==> src/rtl/vga_axil_pkg.sv <==
// Shared types and helpers for the VGA AXI4-Lite register front-end.
package vga_axil_pkg;

    localparam int AXIL_ADDR_WIDTH   = 32;
    localparam int AXIL_DATA_WIDTH   = 32;
    localparam int AXIL_STRB_WIDTH   = AXIL_DATA_WIDTH / 8;
    localparam int NATIVE_ADDR_WIDTH = 29;

    typedef logic [AXIL_ADDR_WIDTH-1:0]   axil_addr_t;
    typedef logic [AXIL_DATA_WIDTH-1:0]   axil_data_t;
    typedef logic [AXIL_STRB_WIDTH-1:0]   axil_strb_t;
    typedef logic [NATIVE_ADDR_WIDTH-1:0] native_addr_t;

    typedef enum logic [1:0] {
        RESP_OKAY   = 2'b00,
        RESP_EXOKAY = 2'b01,
        RESP_SLVERR = 2'b10,
        RESP_DECERR = 2'b11
    } axil_resp_e;

    typedef enum logic [1:0] {
        W_IDLE,
        W_REQ,
        W_RESP
    } wr_state_e;

    typedef enum logic [1:0] {
        R_IDLE,
        R_REQ,
        R_RESP
    } rd_state_e;

    // Which requester owns (or will own) the native port.
    typedef enum logic {
        ARB_WR = 1'b0,
        ARB_RD = 1'b1
    } arb_sel_e;

    // Byte address to native word index; the byte offset within a word is dropped.
    function automatic native_addr_t axil2native_addr(input axil_addr_t addr);
        return native_addr_t'(addr >> 3);
    endfunction

endpackage

==> src/rtl/vga_axil_arb.sv <==
// Two-requester round-robin arbiter that sequences one native access at a time,
// holding the request until ack or until the timeout expires.
module vga_axil_arb
    import vga_axil_pkg::*;
#(
    parameter int TIMEOUT_CYCLES = 255
) (
    input  logic clk_i,
    input  logic arst_ni,
    input  logic wr_pend_i,
    input  logic rd_pend_i,
    input  logic native_ack_i,
    input  logic native_err_i,
    output logic req_o,
    output logic owner_o,
    output logic done_o,
    output logic err_o,
    output logic timeout_o
);

    localparam int CW = $clog2(TIMEOUT_CYCLES + 2);

    logic          busy_q, busy_d;
    arb_sel_e      owner_q, owner_d;
    arb_sel_e      prio_q, prio_d;
    logic [CW-1:0] cnt_q, cnt_d;

    // Current access finishes either on ack or when it has waited the full timeout.
    always_comb begin
        done_o    = 1'b0;
        err_o     = 1'b0;
        timeout_o = 1'b0;
        if (busy_q) begin
            if (native_ack_i) begin
                done_o = 1'b1;
                err_o  = native_err_i;
            end else if ((TIMEOUT_CYCLES != 0) && (cnt_q == CW'(TIMEOUT_CYCLES - 1))) begin
                done_o    = 1'b1;
                err_o     = 1'b1;
                timeout_o = 1'b1;
            end
        end
    end

    // Grant a waiting requester as soon as the port is free; the priority pointer
    // only moves when both sides contend in the same cycle.
    always_comb begin
        busy_d  = busy_q;
        owner_d = owner_q;
        prio_d  = prio_q;
        cnt_d   = cnt_q;
        if (busy_q && !done_o) begin
            cnt_d = cnt_q + CW'(1);
        end
        if (busy_q && done_o) begin
            busy_d = 1'b0;
        end
        if (!busy_q || done_o) begin
            if (wr_pend_i && rd_pend_i) begin
                busy_d  = 1'b1;
                owner_d = prio_q;
                prio_d  = (prio_q == ARB_WR) ? ARB_RD : ARB_WR;
                cnt_d   = '0;
            end else if (wr_pend_i) begin
                busy_d  = 1'b1;
                owner_d = ARB_WR;
                cnt_d   = '0;
            end else if (rd_pend_i) begin
                busy_d  = 1'b1;
                owner_d = ARB_RD;
                cnt_d   = '0;
            end
        end
    end

    // Arbiter state register.
    always_ff @(posedge clk_i or negedge arst_ni) begin
        if (!arst_ni) begin
            busy_q  <= 1'b0;
            owner_q <= ARB_WR;
            prio_q  <= ARB_WR;
            cnt_q   <= '0;
        end else begin
            busy_q  <= busy_d;
            owner_q <= owner_d;
            prio_q  <= prio_d;
            cnt_q   <= cnt_d;
        end
    end

    assign req_o   = busy_q;
    assign owner_o = owner_q;

endmodule

==> src/rtl/vga_axil_slave.sv <==
// AXI4-Lite slave front-end for the VGA register bank: captures AW/W/AR,
// funnels them through one native req/ack port and returns B/R responses.
module vga_axil_slave
    import vga_axil_pkg::*;
#(
    parameter int NUM_REGS       = 16,
    parameter int TIMEOUT_CYCLES = 255
) (
    input  logic        clk_i,
    input  logic        arst_ni,
    input  logic [31:0] s_awaddr_i,
    input  logic        s_awvalid_i,
    output logic        s_awready_o,
    input  logic [31:0] s_wdata_i,
    input  logic [3:0]  s_wstrb_i,
    input  logic        s_wvalid_i,
    output logic        s_wready_o,
    output logic [1:0]  s_bresp_o,
    output logic        s_bvalid_o,
    input  logic        s_bready_i,
    input  logic [31:0] s_araddr_i,
    input  logic        s_arvalid_i,
    output logic        s_arready_o,
    output logic [31:0] s_rdata_o,
    output logic [1:0]  s_rresp_o,
    output logic        s_rvalid_o,
    input  logic        s_rready_i,
    output logic        native_req_o,
    output logic        native_we_o,
    output logic [28:0] native_addr_o,
    output logic [31:0] native_wdata_o,
    output logic [3:0]  native_be_o,
    input  logic [31:0] native_rdata_i,
    input  logic        native_err_i,
    input  logic        native_ack_i
);

    wr_state_e    wr_state_q, wr_state_d;
    logic         aw_have_q, aw_have_d, w_have_q, w_have_d;
    native_addr_t awaddr_q, awaddr_d;
    axil_data_t   wdata_q, wdata_d;
    axil_strb_t   wstrb_q, wstrb_d;
    axil_resp_e   bresp_q, bresp_d;

    rd_state_e    rd_state_q, rd_state_d;
    native_addr_t araddr_q, araddr_d;
    axil_data_t   rdata_q, rdata_d;
    axil_resp_e   rresp_q, rresp_d;

    logic aw_hs, w_hs, ar_hs;
    logic wr_pend, rd_pend;
    logic arb_req, arb_owner, arb_done, arb_err, arb_timeout;

    assign s_awready_o = (wr_state_q == W_IDLE) && !aw_have_q;
    assign s_wready_o  = (wr_state_q == W_IDLE) && !w_have_q;
    assign s_arready_o = (rd_state_q == R_IDLE);
    assign aw_hs       = s_awvalid_i && s_awready_o;
    assign w_hs        = s_wvalid_i && s_wready_o;
    assign ar_hs       = s_arvalid_i && s_arready_o;

    // A side asks for the native port whenever it is heading into (or staying in) its REQ state.
    assign wr_pend = (wr_state_d == W_REQ);
    assign rd_pend = (rd_state_d == R_REQ);

    // Write channel: collect AW and W in any order, then access or fail fast on a bad address.
    always_comb begin
        wr_state_d = wr_state_q;
        aw_have_d  = aw_have_q;
        w_have_d   = w_have_q;
        awaddr_d   = awaddr_q;
        wdata_d    = wdata_q;
        wstrb_d    = wstrb_q;
        bresp_d    = bresp_q;
        unique case (wr_state_q)
            W_IDLE: begin
                if (aw_hs) begin
                    aw_have_d = 1'b1;
                    awaddr_d  = axil2native_addr(s_awaddr_i);
                end
                if (w_hs) begin
                    w_have_d = 1'b1;
                    wdata_d  = s_wdata_i;
                    wstrb_d  = s_wstrb_i;
                end
                if (aw_have_d && w_have_d) begin
                    aw_have_d = 1'b0;
                    w_have_d  = 1'b0;
                    if (awaddr_d < native_addr_t'(NUM_REGS)) begin
                        wr_state_d = W_REQ;
                    end else begin
                        wr_state_d = W_RESP;
                        bresp_d    = RESP_SLVERR;
                    end
                end
            end
            W_REQ: begin
                if (arb_done && (arb_owner == ARB_WR)) begin
                    wr_state_d = W_RESP;
                    bresp_d    = arb_err ? RESP_SLVERR : RESP_OKAY;
                end
            end
            W_RESP: begin
                if (s_bready_i) begin
                    wr_state_d = W_IDLE;
                end
            end
            default: wr_state_d = W_IDLE;
        endcase
    end

    // Read channel: capture AR, access or fail fast, then hold R until accepted.
    always_comb begin
        rd_state_d = rd_state_q;
        araddr_d   = araddr_q;
        rdata_d    = rdata_q;
        rresp_d    = rresp_q;
        unique case (rd_state_q)
            R_IDLE: begin
                if (ar_hs) begin
                    araddr_d = axil2native_addr(s_araddr_i);
                    if (araddr_d < native_addr_t'(NUM_REGS)) begin
                        rd_state_d = R_REQ;
                    end else begin
                        rd_state_d = R_RESP;
                        rresp_d    = RESP_SLVERR;
                        rdata_d    = '0;
                    end
                end
            end
            R_REQ: begin
                if (arb_done && (arb_owner == ARB_RD)) begin
                    rd_state_d = R_RESP;
                    rresp_d    = arb_err ? RESP_SLVERR : RESP_OKAY;
                    rdata_d    = arb_timeout ? '0 : native_rdata_i;
                end
            end
            R_RESP: begin
                if (s_rready_i) begin
                    rd_state_d = R_IDLE;
                end
            end
            default: rd_state_d = R_IDLE;
        endcase
    end

    // Write channel state and captured payload.
    always_ff @(posedge clk_i or negedge arst_ni) begin
        if (!arst_ni) begin
            wr_state_q <= W_IDLE;
            aw_have_q  <= 1'b0;
            w_have_q   <= 1'b0;
            awaddr_q   <= '0;
            wdata_q    <= '0;
            wstrb_q    <= '0;
            bresp_q    <= RESP_OKAY;
        end else begin
            wr_state_q <= wr_state_d;
            aw_have_q  <= aw_have_d;
            w_have_q   <= w_have_d;
            awaddr_q   <= awaddr_d;
            wdata_q    <= wdata_d;
            wstrb_q    <= wstrb_d;
            bresp_q    <= bresp_d;
        end
    end

    // Read channel state and response payload.
    always_ff @(posedge clk_i or negedge arst_ni) begin
        if (!arst_ni) begin
            rd_state_q <= R_IDLE;
            araddr_q   <= '0;
            rdata_q    <= '0;
            rresp_q    <= RESP_OKAY;
        end else begin
            rd_state_q <= rd_state_d;
            araddr_q   <= araddr_d;
            rdata_q    <= rdata_d;
            rresp_q    <= rresp_d;
        end
    end

    vga_axil_arb #(
        .TIMEOUT_CYCLES(TIMEOUT_CYCLES)
    ) u_arb (
        .clk_i       (clk_i),
        .arst_ni     (arst_ni),
        .wr_pend_i   (wr_pend),
        .rd_pend_i   (rd_pend),
        .native_ack_i(native_ack_i),
        .native_err_i(native_err_i),
        .req_o       (arb_req),
        .owner_o     (arb_owner),
        .done_o      (arb_done),
        .err_o       (arb_err),
        .timeout_o   (arb_timeout)
    );

    assign s_bvalid_o     = (wr_state_q == W_RESP);
    assign s_bresp_o      = bresp_q;
    assign s_rvalid_o     = (rd_state_q == R_RESP);
    assign s_rresp_o      = rresp_q;
    assign s_rdata_o      = rdata_q;
    assign native_req_o   = arb_req;
    assign native_we_o    = arb_req && (arb_owner == ARB_WR);
    assign native_addr_o  = (arb_owner == ARB_RD) ? araddr_q : awaddr_q;
    assign native_wdata_o = wdata_q;
    assign native_be_o    = wstrb_q;

endmodule

==> config.mk <==
export PLATFORM = sky130hd
export DESIGN_NAME = vga_axil_slave
export DESIGN_NICKNAME = d
export VERILOG_FILES = /design/src/rtl/vga_axil_pkg.sv /design/src/rtl/vga_axil_arb.sv /design/src/rtl/vga_axil_slave.sv
export SDC_FILE = /design/constraint.sdc
export NUM_CORES = 1
export LEC_CHECK = 0
export ABC_AREA = 1
export BUFFER_PORTS_ARGS = -buffer_cell sky130_fd_sc_hd__buf_2
export CORE_ASPECT_RATIO = 2
export CORE_UTILIZATION = 40
export DETAILED_ROUTE_END_ITERATION = 8
export GPL_TIMING_DRIVEN = 0
export PLACE_DENSITY = 0.65
export SLEW_MARGIN = 10
export SYNTH_ARGS = -nofsm -noshare
export SYNTH_HDL_FRONTEND = slang
export SYNTH_SLANG_ARGS = --single-unit
==> constraint.sdc <==
create_clock -name clk_i -period 2.37 [get_ports clk_i]
set_input_delay 0.474 -clock clk_i [delete_from_list [all_inputs] [get_ports clk_i]]
set_output_delay 0.474 -clock clk_i [all_outputs]
set_load 0.01 [all_outputs]
; After elaboration in Yosys (flattened, before gate mapping)
; Cells that the tools add are included.
[word_totals]
reg_bits = 148
inputBits = 141
out_inout_bits = 108
[classes]
addsub = 1
n_lt_le_gt_ge = 2
eq_ne = 13
muxes = 54
n_bitwise = 1
n_reduce_logical = 28
[op_table]
columns = operator, n
row1 = $mux 32, 4
row2 = $mux 29, 3
row3 = $pmux 32 s2, 1
row4 = $lt 29x5->1 const B, 2
row5 = $mux 9, 5
row6 = $mux 2, 15
row7 = $mux 1, 22
row8 = $logic_and 1x1->1, 12
row9 = $pmux 2 s3, 2
row10 = $add 9x1->9 const B, 1
row11 = $eq 9x8->1 const B, 1
row12 = $eq 2x1->1 const B, 4
row13 = $ne 2x2->1 const B, 4
row14 = $pmux 2 s2, 2
row15 = $reduce_and 2->1, 4
row16 = $reduce_and 4->1, 2
row17 = $eq 2x2->1 const B, 2
row18 = $logic_not 1->1, 4
row19 = $logic_not 2->1, 2
row20 = $ne 2x1->1 const B, 2
row21 = $reduce_bool 2->1, 2
row22 = $reduce_bool 3->1, 1
row23 = $logic_or 1x1->1, 1
row24 = $not 1->1, 1

; Logic depth before layout (Yosys ltp)
[logic_depth]
depth_word = 13
mapped_depth = 14
mapped_depth_nobuf = 13

; Cells and area by module
; From an unflattened synthesis, not the netlist that was laid out.
[hier_totals]
cells_unflattened = 793
hier_area_um2 = 6784.0
[modules_own_cells]
columns = mod, n_inst, cells_per_inst, area_each_um2, seq_area_each_um2
row1 = vga_axil_slave, 1, 684, 6015.8, 3353.2
row2 = vga_axil_arb, 1, 109, 768.2, 300.3

; Worst setup path after synthesis
; OpenSTA, ideal clock, no wires.
[synth_timing]
path_type = input -> register
start = input port s_awvalid_i
end = register u_arb.cnt_q[5]
setup_time_ns = 0.120
arrival_time_ns = 1.737
setup_slack_ns = 0.513
cell_stages = 13
cell_sequence = buf_2 nand3_4 buf_6 o21ai_1 nand2_1 nor2_1 nand2_1 nor2_1 nand4_1 nand3_2 nand2_2 inv_2 nor2_1
[synth_via]
elab_chain_cells = 11
elab_cells_between_ends = 15
cone_classes = 1 x order compare / 1 x eq/ne / 10 x mux / 3 x reduce/logical
[synth_lines]
columns = element, line
row1 = from (decl), vga_axil_slave.sv:12  ; input logic s_awvalid_i,
row2 = $logic_and 1x1->1 (*), vga_axil_slave.sv:57  ; assign aw_hs = s_awvalid_i && s_awready_o;
row3 = $mux 29, vga_axil_slave.sv:76  ; if (aw_hs) begin
row4 = $mux 29, vga_axil_slave.sv:74  ; unique case (wr_state_q)
row5 = $lt 29x5->1, vga_axil_slave.sv:88  ; if (awaddr_d < native_addr_t'(NUM_REGS)) begin
row6 = $mux 2, vga_axil_slave.sv:88
row7 = $mux 2 (*), vga_axil_slave.sv:85  ; if (aw_have_d && w_have_d) begin
row8 = $pmux 2 s3 (*), vga_axil_slave.sv:74
row9 = $eq 2x1->1 (*), vga_axil_slave.sv:62  ; assign wr_pend = (wr_state_d == W_REQ);
row10 = $mux 9 or $logic_and 1x1->1 (tied branches), "vga_axil_arb.sv:64, vga_axil_arb.sv:59"
row11 = $mux 9 (*), vga_axil_arb.sv:59  ; if (wr_pend_i && rd_pend_i) begin
row12 = $mux 9 (*), vga_axil_arb.sv:58  ; if (!busy_q || done_o) begin
row13 = net u_arb.cnt_d[5], vga_axil_arb.sv:26  ; logic [CW-1:0] cnt_q, cnt_d;
row14 = to (signal assigned), vga_axil_arb.sv:87  ; cnt_q <= cnt_d;
row15 = to (decl), vga_axil_arb.sv:26
; Mark *: on every way through the listed nets, which the timed path passes. The rest lies on a longest branch. The select of a mux whose other input is x is not followed.
; A chain may end at the register's enable or synchronous reset.

; Worst setup path in the final report
[layout_timing]
start = register u_arb.owner_q (netlist: u_arb.owner_o)
end = output port native_addr_o[9]
[layout_via]
elab_chain_cells = 1
[layout_lines]
columns = element, line
row1 = from (decl), vga_axil_arb.sv:24  ; arb_sel_e owner_q, owner_d;
row2 = from (signal assigned), vga_axil_arb.sv:85  ; owner_q <= owner_d;
row3 = $mux 29, vga_axil_slave.sv:205  ; assign native_addr_o = (arb_owner == ARB_RD) ? araddr_q : awaddr_q;
row4 = to (decl), vga_axil_slave.sv:30  ; output logic [28:0] native_addr_o,
; Every way passes these cells.

==> key figures <==
Critical path
  • Crit. Startpoint: u_arb.owner_o
  • Slowest-stage cell, CP: dfrtp_2
  • Max FO, Critical Path: 10
  • CP Class: flop to primary output
  • Startpoint Class: flop
  • CP endpoint: native_addr_o[9]
  • Critical path's top delay family: buffers and inverters
  • Crit Reg-Reg Startpoint: rd_state_q[0]
  • Worst path cell trace: buf_1, nand2_1, o21ai_0, buf_2
  • Number of cells on the critical path: 4
  • Req. time, crit path: ~1900 ps
  • Worst path bufs/invs: 2
  • Worst reg2reg path depth: 9
  • Critical path arrival: 1740 ps
  • Crit path largest cell delay: ~480 ps
  • Reg-to-reg slack, setup: between 150 and 200 ps
  • R2r endpoint: s_rdata_o[2]
  • Crit. End Element: primary output

Pwr
  • Pleak: between 4 and 5 nW
  • VDD IR-drop max: just under 0.6 mV
  • Pwr dens: about 1100 nW/µm²
  • Total Power: 0.00930 W

Drt
  • DRC: 0
  • Total wire length: between 15000 and 20000 µm
  • Antenna Nets Post-Route: 0
  • DR vias: around 5800
  • Vias/cell: roughly 4.8
  • DR iter-0 viols: about 240
  • 1st-pass router iterations: 5
  • DR WL/cell: 15.5 µm

CTS
  • Bufs on Longest Clock Path: 2
  • Clock-pin slew on the worst setup and hold paths: about 60 ps
  • Post-CTS Hold Fix Bufs: 0
  • Clock sinks: 146
  • Root buffer selected by CTS: clkbuf_16
  • # H-tree levels: 4
  • Clk_lat worst skew: between 400 and 500 ps
  • CTS tree: done
  • CTS buffer count: 17

STA
  • Headroom to the max-slew limit: 0.613
  • Slew @ Worst Pin: around 580 ps
  • Max Freq: approximately 450 MHz
  • Setup TNS: 0 ps
  • Slew Viols, Final: 0
  • Worst Clk Skew: around 8.4 ps
  • WHS: 11.2 ps
  • Final setup fails: 0
  • Period utilisation layout: 0.936
  • Final hold vios: 0
  • Final min period: 2220 ps

Job
  • Max-cap violations: 0

Final layout
  • Layout Nets: 1128
  • Area growth from synthesis to layout: 32.8%
  • Core Util, Final: 0.546
  • Layout cells sized above 1: 0.351
  • Filler instances: 1532

Synth
  • Synth cell types: 31
  • Cells after synthesis: between 700 and 800
  • Seq/Total Area, Yosys: 0.557
  • Syn_area_per_cell: around 9 µm²
  • Synthesized area: roughly 6600 µm²
  • #FFs+latches synth: about 150
  • Ys Warns: 0

Floorplanning
  • Core box area: about 16000 µm²
  • Top-level I/O count: roughly 250
  • Die height: 183 µm
  • Rows: 65
  • Die X: 92.5 µm
  • Die area: roughly 17000 µm²
  • Initial core utilization: 0.411

Place
  • Port bufs: between 200 and 250
  • RePlAce Congestion: around 0.83
  • Post-DP HPWL: 14500 µm

Global route
  • Global-route wire length before repair: a little under 30000 µm
  • Vias in the first global route: approximately 6000
  • Congestion Overflow GR: 0
  • GRT Total Usage: 0.230
  • Initial antenna violation count: 3
  • Largest net degree at the start of global routing: between 70 and 80

Run status
  • Outcome: completed

Min path
  • HP Class: input port to async pin
-- metrics by stage --
stage / worst slack [ps] / instance area, µm² / std cells
4_1_cts: 87.1 / 8670 / 1196
5_1_grt: -9.83 / 8710 / 1202
3_3_place_gp: -1410 / 8010 / 1164
3_5_place_dp: 46.3 / 8050 / 1165
6_report: 151 / 8710 / 1202
2_1_floorplan: 513 / 6560 / 724
-- metal layers --
| metal | part of all wire | GRT usage | vias to the layer above |
|---|---|---|---|
| met3 | 0.034 | 0.0348 | 28 |
| met5 | 0 | 0 | - |
| li1 | - | - | 2852 |
| met2 | 0.59 | 0.438 | 158 |
| met4 | 0.025 | 0.129 | 0 |
| met1 | 0.35 | 0.230 | 2745 |
-- worst min-delay path by stage --
stage                            start            to  slack, ps  cells past startpoint
after floorplan                arst_ni   araddr_q[0]        180                      0
after global placement    u_arb.prio_q  u_arb.prio_q        460                      2
after detailed placement   araddr_q[1]   araddr_q[1]        470                      2
after CTS                      arst_ni   awaddr_q[0]         40                      1
after global routing           arst_ni   awaddr_q[0]         30                      1
final                          arst_ni   awaddr_q[0]         10                      1
-- state kept, by name (all words and copies together) (netlist names) --
signal and count:
araddr_q 29, aw_have_q 1, awaddr_q 29, native_be_o 4
native_wdata_o 32, rd_state_q 2, s_bresp_o 1, s_rdata_o 32
s_rresp_o 1, u_arb.cnt_q 9, u_arb.owner_o 1, u_arb.prio_q 1
u_arb.req_o 1, w_have_q 1, wr_state_q 2
-- layout by cell type (no fill, tap or decap), types with 17 or more instances in the layout --
master	Yosys	routed
clkbuf_16	0	17
o21ai_0	47	47
nand4_1	25	25
mux2_2	44	44
buf_2	11	249
nand3_1	68	68
nand2_1	168	168
nor2_1	44	43
dfrtp_1	146	145
inv_1	94	94
-- layout make-up --
class	count	area (µm²)	share of cell area
diodes	3	7.51	0.000862
plain buffers	37	199	0.0228
clock buffers	20	447	0.0513
clock inverters	12	179	0.0205
inverters	96	363	0.0417
multi-input cells	444	2350	0.270
flip-flops and latches	146	3650	0.420
well taps	201	251	0.0289
repair buffers	243	1260	0.144
-- synth_stat cells --
| master | number | area (µm²) |
|---|---|---|
| buf_1 | 5 | 18.8 |
| o21ai_0 | 47 | 235 |
| nand2_1 | 168 | 631 |
| nand3_4 | 1 | 17.5 |
| o221ai_1 | 1 | 8.76 |
| a21oi_1 | 12 | 60.1 |
| ha_1 | 2 | 25.0 |
| nand4_1 | 25 | 156 |
| mux2_2 | 44 | 495 |
| buf_6 | 3 | 33.8 |
| inv_2 | 2 | 7.51 |
| nand3_1 | 68 | 340 |
| o311ai_0 | 1 | 8.76 |
| nand3_2 | 2 | 20.0 |
| o22ai_1 | 1 | 6.26 |
| nor3_1 | 4 | 20.0 |
| o31ai_1 | 2 | 15.0 |
| buf_2 | 11 | 55.1 |
| xnor2_1 | 1 | 8.76 |
| o21ai_1 | 7 | 35.0 |
| nand2_2 | 2 | 12.5 |
| dfrtp_1 | 146 | 3650 |
| a31oi_1 | 2 | 12.5 |
| and2_1 | 1 | 6.26 |
| inv_1 | 94 | 353 |
| nor2_4 | 1 | 11.3 |
| conb_1 | 1 | 3.75 |
| xor2_1 | 6 | 52.6 |
| buf_4 | 5 | 37.5 |
| clkbuf_1 | 14 | 52.6 |
| nor2_1 | 44 | 165 |
-- logic make-up (layout without fill, tap and decap cells) --
group / count (synthesis) / in the layout / share of synthesized area
adders and majority gates: 2 / 2 / 0.00381
other: 1 / 5 / 0.000572
and+or+nand+nor: 316 / 316 / 0.210
buffers and inverters: 134 / 408 / 0.0851
xor gates and xnor gates: 7 / 7 / 0.00935
AOI/OAI and AO/OA: 73 / 73 / 0.0582
DFF: 146 / 146 / 0.557
muxes: 44 / 44 / 0.0755
-- power breakdown --
group / total (W) / switching (W) / internal [W]
registers: 0.00349 / 0.000312 / 0.00318
clock network: 0.00286 / 0.00106 / 0.00180
logic: 0.00294 / 0.00169 / 0.00125
-- what timing repair did --
action | 4_1_cts | 5_1_grt
setup buffers | 0 | 3
pin swaps | 0 | 5
endpoints found under the setup margin | 28 | 40
resized for setup | 2 | 7
hold endpoints to repair | 0 | 0
-- worst register-to-register path, delay by kind of cell (launching register included) --
| kind | cells | cell delay [ps] |
|---|---|---|
| flip-flops | 1 | 420 |
| AND/OR/NAND/NOR | 7 | 1170 |
| buffers and inverters | 2 | 460 |
No activity file was read; power rests on OpenSTA's default activity.
